## config.mk

```make
export PLATFORM = sky130hd
export DESIGN_NAME = counter
export DESIGN_NICKNAME = d
export VERILOG_FILES = /design/src/rtl/counter_pkg.sv /design/src/rtl/counter_next.sv /design/src/rtl/counter.sv
export SDC_FILE = /design/constraint.sdc
export NUM_CORES = 1
export LEC_CHECK = 0
export CAP_MARGIN = 25
export CORE_AREA = 2 2 39 41
export CTS_CLUSTER_SIZE = 12
export DETAILED_ROUTE_END_ITERATION = 6
export DIE_AREA = 0 0 41 43
export PLACE_DENSITY = 0.68
export REMOVE_ABC_BUFFERS = 1
export SYNTH_ARGS = -nofsm -noshare
export SYNTH_HDL_FRONTEND = slang
export SYNTH_SLANG_ARGS = --single-unit
```

## constraint.sdc

```tcl
create_clock -name CLK -period 1.65 [get_ports CLK]
set_input_delay 0.4125 -clock CLK [delete_from_list [all_inputs] [get_ports CLK]]
set_output_delay 0.4125 -clock CLK [all_outputs]
set_load 0.02 [all_outputs]
```

## src/rtl/counter_pkg.sv

```systemverilog
// Shared constants for the loadable up-counter: default width and the value
// the count register returns to on reset.
package counter_pkg;

  localparam int COUNTER_WIDTH = 8;

  // Reset value for a single bit; replicated to the instance width where used.
  localparam logic COUNTER_RST_BIT = 1'b0;

endpackage

```

## src/rtl/counter_next.sv

```systemverilog
// Combinational next-state selector for the counter: reset, load, count and
// hold in strict priority order, with a modulo-2^WIDTH increment.
module counter_next
  import counter_pkg::*;
#(
  parameter int WIDTH = COUNTER_WIDTH
) (
  input  logic [WIDTH-1:0] cnt,
  input  logic             RST,
  input  logic             LOAD,
  input  logic             COUNT,
  input  logic [WIDTH-1:0] COUNT_IN,
  output logic [WIDTH-1:0] cnt_next
);

  logic [WIDTH-1:0] cnt_inc;

  // Carry out of the MSB is dropped, so all-ones wraps straight to zero.
  assign cnt_inc = cnt + WIDTH'(1);

  always_comb begin
    cnt_next = cnt;
    if (!RST) begin
      cnt_next = {WIDTH{COUNTER_RST_BIT}};
    end else if (LOAD) begin
      cnt_next = COUNT_IN;
    end else if (COUNT) begin
      cnt_next = cnt_inc;
    end
  end

endmodule

```

## src/rtl/counter.sv

```systemverilog
// Loadable up-counter with count enable and synchronous active-low reset;
// the output is driven straight from the count register.
module counter
  import counter_pkg::*;
#(
  parameter int WIDTH = COUNTER_WIDTH
) (
  input  logic             CLK,
  input  logic             RST,
  input  logic             COUNT,
  input  logic [WIDTH-1:0] COUNT_IN,
  input  logic             LOAD,
  output logic [WIDTH-1:0] COUNT_OUT
);

  logic [WIDTH-1:0] cnt_q;
  logic [WIDTH-1:0] cnt_d;

  counter_next #(
    .WIDTH(WIDTH)
  ) u_next (
    .cnt     (cnt_q),
    .RST     (RST),
    .LOAD    (LOAD),
    .COUNT   (COUNT),
    .COUNT_IN(COUNT_IN),
    .cnt_next(cnt_d)
  );

  always_ff @(posedge CLK) begin
    if (!RST) begin
      cnt_q <= {WIDTH{COUNTER_RST_BIT}};
    end else begin
      cnt_q <= cnt_d;
    end
  end

  assign COUNT_OUT = cnt_q;

endmodule

```

== After elaboration in Yosys (flattened, before gate mapping) ==
Cells that the tools add are included.

* Register bits: 8
* Input bits: 12
* Output and inout port bits: 8
* Logic and storage cells: 5

* $add $sub $neg: 1
* Mux-type cells: 2
* Reductions and logical operators: 1

{| class="wikitable"
|+ Operators by type and width
! operator !! number
|-
| two-way mux 8 bit || 2
|-
| adder 8 x 1 -> 8 bit (second input constant) || 1
|-
| nonzero test 2 bit || 1
|}

== Depth between registers and ports, before layout ==
* Depth in word-level cells: 3
* Mapped depth: 4
* Gate-level depth less buffers: 4

== Cells and area by module ==
A second synthesis with hierarchy kept.

* Cell total of the unflattened synthesis: 55
* Area, all modules: 457.9 um2

{| class="wikitable"
|+ By module, submodules not included
! module !! instances !! cells an instance !! area each (um2) !! seq. area each (um2)
|-
| counter_next || 1 || 39 || 247.7 || 0.0
|-
| counter || 1 || 16 || 210.2 || 160.2
|}

== Least setup slack after synthesis ==
OpenSTA, ideal clock, no wires.

* Path kind: register to register
* Start point: register cnt_q[0], in the netlist COUNT_OUT[0]
* End point: register cnt_q[6], in the netlist COUNT_OUT[6]
* Arrival time: 1.303 ns
* Data required time: 1.576 ns
* Path slack: 0.272 ns
* Stages on the path, launching flop included: 5
* Buffers on the path: 0
* Period minus slack after synthesis: 1.378 ns
* Cell sequence: dfxtp_1 > ha_1 > nand3_1 > or3_1 > a31oi_1

* Word-level cells in the longest chain between the ends: 3

{| class="wikitable"
|+ RTL lines
! what !! RTL line !! RTL
|-
| start: declaration || counter.sv:16 || <nowiki>logic [WIDTH-1:0] cnt_q;</nowiki>
|-
| start signal: assignment || counter.sv:32 || <nowiki>cnt_q <= {WIDTH{COUNTER_RST_BIT}};</nowiki>
|-
| start signal: assignment || counter.sv:34 || <nowiki>cnt_q <= cnt_d;</nowiki>
|-
| adder 8 x 1 -> 8 bit || counter_next.sv:19 || <nowiki>assign cnt_inc = cnt + WIDTH'(1);</nowiki>
|-
| two-way mux 8 bit || counter_next.sv:27 || <nowiki>end else if (COUNT) begin</nowiki>
|-
| two-way mux 8 bit || counter_next.sv:25 || <nowiki>end else if (LOAD) begin</nowiki>
|}

No other way between the ends. The select of a mux whose other input is x is not followed.
A chain may end at the register's enable or synchronous reset.

== Final worst setup path ==
* Start point: register cnt_q[2], in the netlist COUNT_OUT[2]
* End point: output port COUNT_OUT[2]

{| class="wikitable"
|+ RTL lines
! what !! RTL line !! RTL
|-
| end: declaration || counter.sv:13 || <nowiki>output logic [WIDTH-1:0] COUNT_OUT</nowiki>
|}

No word-level cell between the ends.

==> results.yml <==
run_status:
  outcome: "complete, no violations"
pwr:
  clkPwrFrac_pct: 30.4
  power_per_cell_area_mw_per_mm2: 685
  power_leakage_uw: 0.000312
  finalPower_uw: 496
  p_switching_uw: 137
  seqPwrFrac_pct: 44.5
  pwr-share-comb_pct: 25.1
  swShare_pct: 27.6
  p_int_uw: 359
  vdd_drop_max_mv: 0.291
yosys:
  synth_xor_area_share_pct: 7.59
  netlist.area_leader.share_pct: 34.7
  synth.area.mux_share_pct: 2.17
  synthTopCellsByArea: "dfxtp_1 (35%), o21ai_0 (8.7%), nand3_1 (4.3%), and2_1 (4.1%), nand4_1 (4.1%)"
  synth-compound-area-share_pct: 17.6
  ys.flop_type: "dfxtp_1"
  ys_types: 25
  ys_seq_area_share_pct: 34.7
  synth_edf_count: 0
  async_flop_share_pct: 0
  yosys.area_share.simple_pct: 32.0
  ys_seq_elements: 8
  yosys-top-cells-count: "dfxtp_1 (8), o21ai_0 (8), nand2_1 (4), nand3_1 (4)"
  synthAdderAreaFrac_pct: 2.71
  synth_top_family_by_area: "simple AND/OR/NAND/NOR gates"
  netlist_instances: 55
  synthesis.area_um2: 462
  avgSynthCellArea_um2: 8.39
  synth_area_leader_cell: "dfxtp_1"
  yosysWarnings: 0
detailed_routing:
  wl_met2_um: 547
  highest_layer: "met3"
  via_per_inst: 5.03
  drc: 0
  wl_met1_um: 517
  vias: 488
  avgRoutedWirePerCell_um: 11.6
  antenna_left: 0
  route.met3.wl_um: 61
  wirelength_um: 1130
  drt_iter0_drc: 9
  firstDrtPassIters: 4
clocking:
  cts_buffers: 3
  htreeDepth: 1
  clk_latency_ps: 250
  cts_buffer_depth: 2
  tritoncts: "yes"
  clock-sinks: 8
  clk_pin_slew_ps: 60
  post_cts_buffers: 0
  ctsHoldBuffers: 0
  clockRootBuffer: "clkbuf_4"
worst_setup_path:
  cp_cell_sequence: "clkdlybuf4s50_1"
  arrival_ps: 1190
  cpLargestDelayFamily: "buffers and inverters"
  start_kind: "flip-flop"
  critPathSlowestCell: "clkdlybuf4s50_1"
  critPathMaxStageDelay_ps: 600
  path_max_fanout: 2
  path_buf_inv: 1
  endpoint_kind: "output port"
  worstSetupPathType: "flip-flop to output port"
  cp.required_ps: 1240
place:
  numPlacedInstances: 94
  dp_hpwl_um: 832
  portBuffers: 19
  gp_congestion: 0.694
timing:
  fmax_mhz: 625
  hold_slack_ps: 521
  min_period_ps: 1600
  hold_viol: 0
  slew_viol_final: 0
  fin_crit_sh_pct: 96.9
  tightest_slew_ps: 222
  finClkSkew_ps: 1.89
  rsz0062_at_grt: "no"
  final-setup-viol-count: 0
  relSlewSlack_pct: 85.1
finish:
  utilization_pct: 52.4
  finalNetCount: 96
  n_antenna_cell: 0
  drive_gt1_share_pct: 12.3
  final_cells: 97
  largest_reg_flops: 8
  area_growth_pct: 56.9
floorplanning:
  die_y_um: 43
  die_w_um: 41
  ioPinCount: 20
  die_area_mm2: 0.00176
  rows: 14
  core_area_mm2: 0.00138
  start_util_pct: 33.4
grt:
  overflow: 0
  antenna_found_initial: 0
  first_global_vias: 446
  grt_max_degree: 13
  grt_pass1_wl_um: 1790
  grtUsageTotal_pct: 15.0
flow_run:
  cap_violations: 0
min_path:
  hold_path_class: "flip-flop to flip-flop"
==> cell usage in the layout (no fill, tap or decap), drive strengths merged <==
master         instances
a21oi                  2
a31oi                  1
and2                   4
and3b                  1
buf                    6
clkbuf                 3
clkdlybuf4s50         13
dfxtp                  8
dlygate4sd2            5
dlymetal6s2s           1
ha                     1
inv                    1
mux2i                  1
nand2                  4
nand2b                 1
nand3                  5
nand3b                 1
nand4                  3
nor3b                  2
o211a                  1
o211ai                 2
o21ai                  8
or3                    1
or4                    2
xnor2                  2
xor2                   2
==> routing by layer <==
layer / global-route usage, % / vias to the layer above
met5: 0 / -
met1: 18.0 / 219
met3: 3.14 / 0
met2: 23.4 / 12
li1: - / 257
met4: 8.00 / 0
==> metrics by stage <==
step,cell area (µm²),setup TNS [ps],setup WS (ps)
floorplan,450,0,272
global placement,706,0,10.9
detailed placement,706,-1.44,-1.44
CTS,722,0,0.0473
global route,724,0,21.1
finish,724,0,50.7
==> worst paths after layout <==
kind,startpoint,end,slack (ps),cells after the start
worst max-delay path,COUNT_OUT[2],COUNT_OUT[2],50,1
worst min-delay path,COUNT_OUT[6],COUNT_OUT[6],520,2
worst max register to register,COUNT_OUT[0],COUNT_OUT[6],350,4
worst min register to register,COUNT_OUT[6],COUNT_OUT[6],520,2
==> cell type report <==
class | instances | area, µm²
Inverter | 1 | 3.75
Clock buffer | 3 | 22.5
Timing Repair Buffer | 25 | 231
Tap cell | 16 | 20.0
Multi-Input combinational cell | 44 | 287
Fill cell | 137 | 659
Sequential cell | 8 | 160
==> timing repair <==
action                     CTS  global route
resized for setup            5             1
setup endpoints to repair    5             1
hold endpoints to repair     0             0
==> power groups by stage <==
stage                     registers (µW)  logic [µW]  clock network, µW
after CTS                            221         126                155
after floorplan                      243        32.1                  0
final                                221         125                151
after detailed placement             226         131                  0
after global routing                 223         136                166
after global placement               225         130                  0
==> cells by family (layout without fill, tap and decap cells) <==
family | Yosys count | after routing
AO/OA/AOI/OAI | 14 | 14
AND/OR/NAND/NOR | 24 | 24
XOR/XNOR | 4 | 4
buffers and inverters | 3 | 29
flip-flops | 8 | 8
multiplexers | 1 | 1
adder cells (fa/ha/maj) | 1 | 1
No activity file was read; power rests on OpenSTA's default activity.
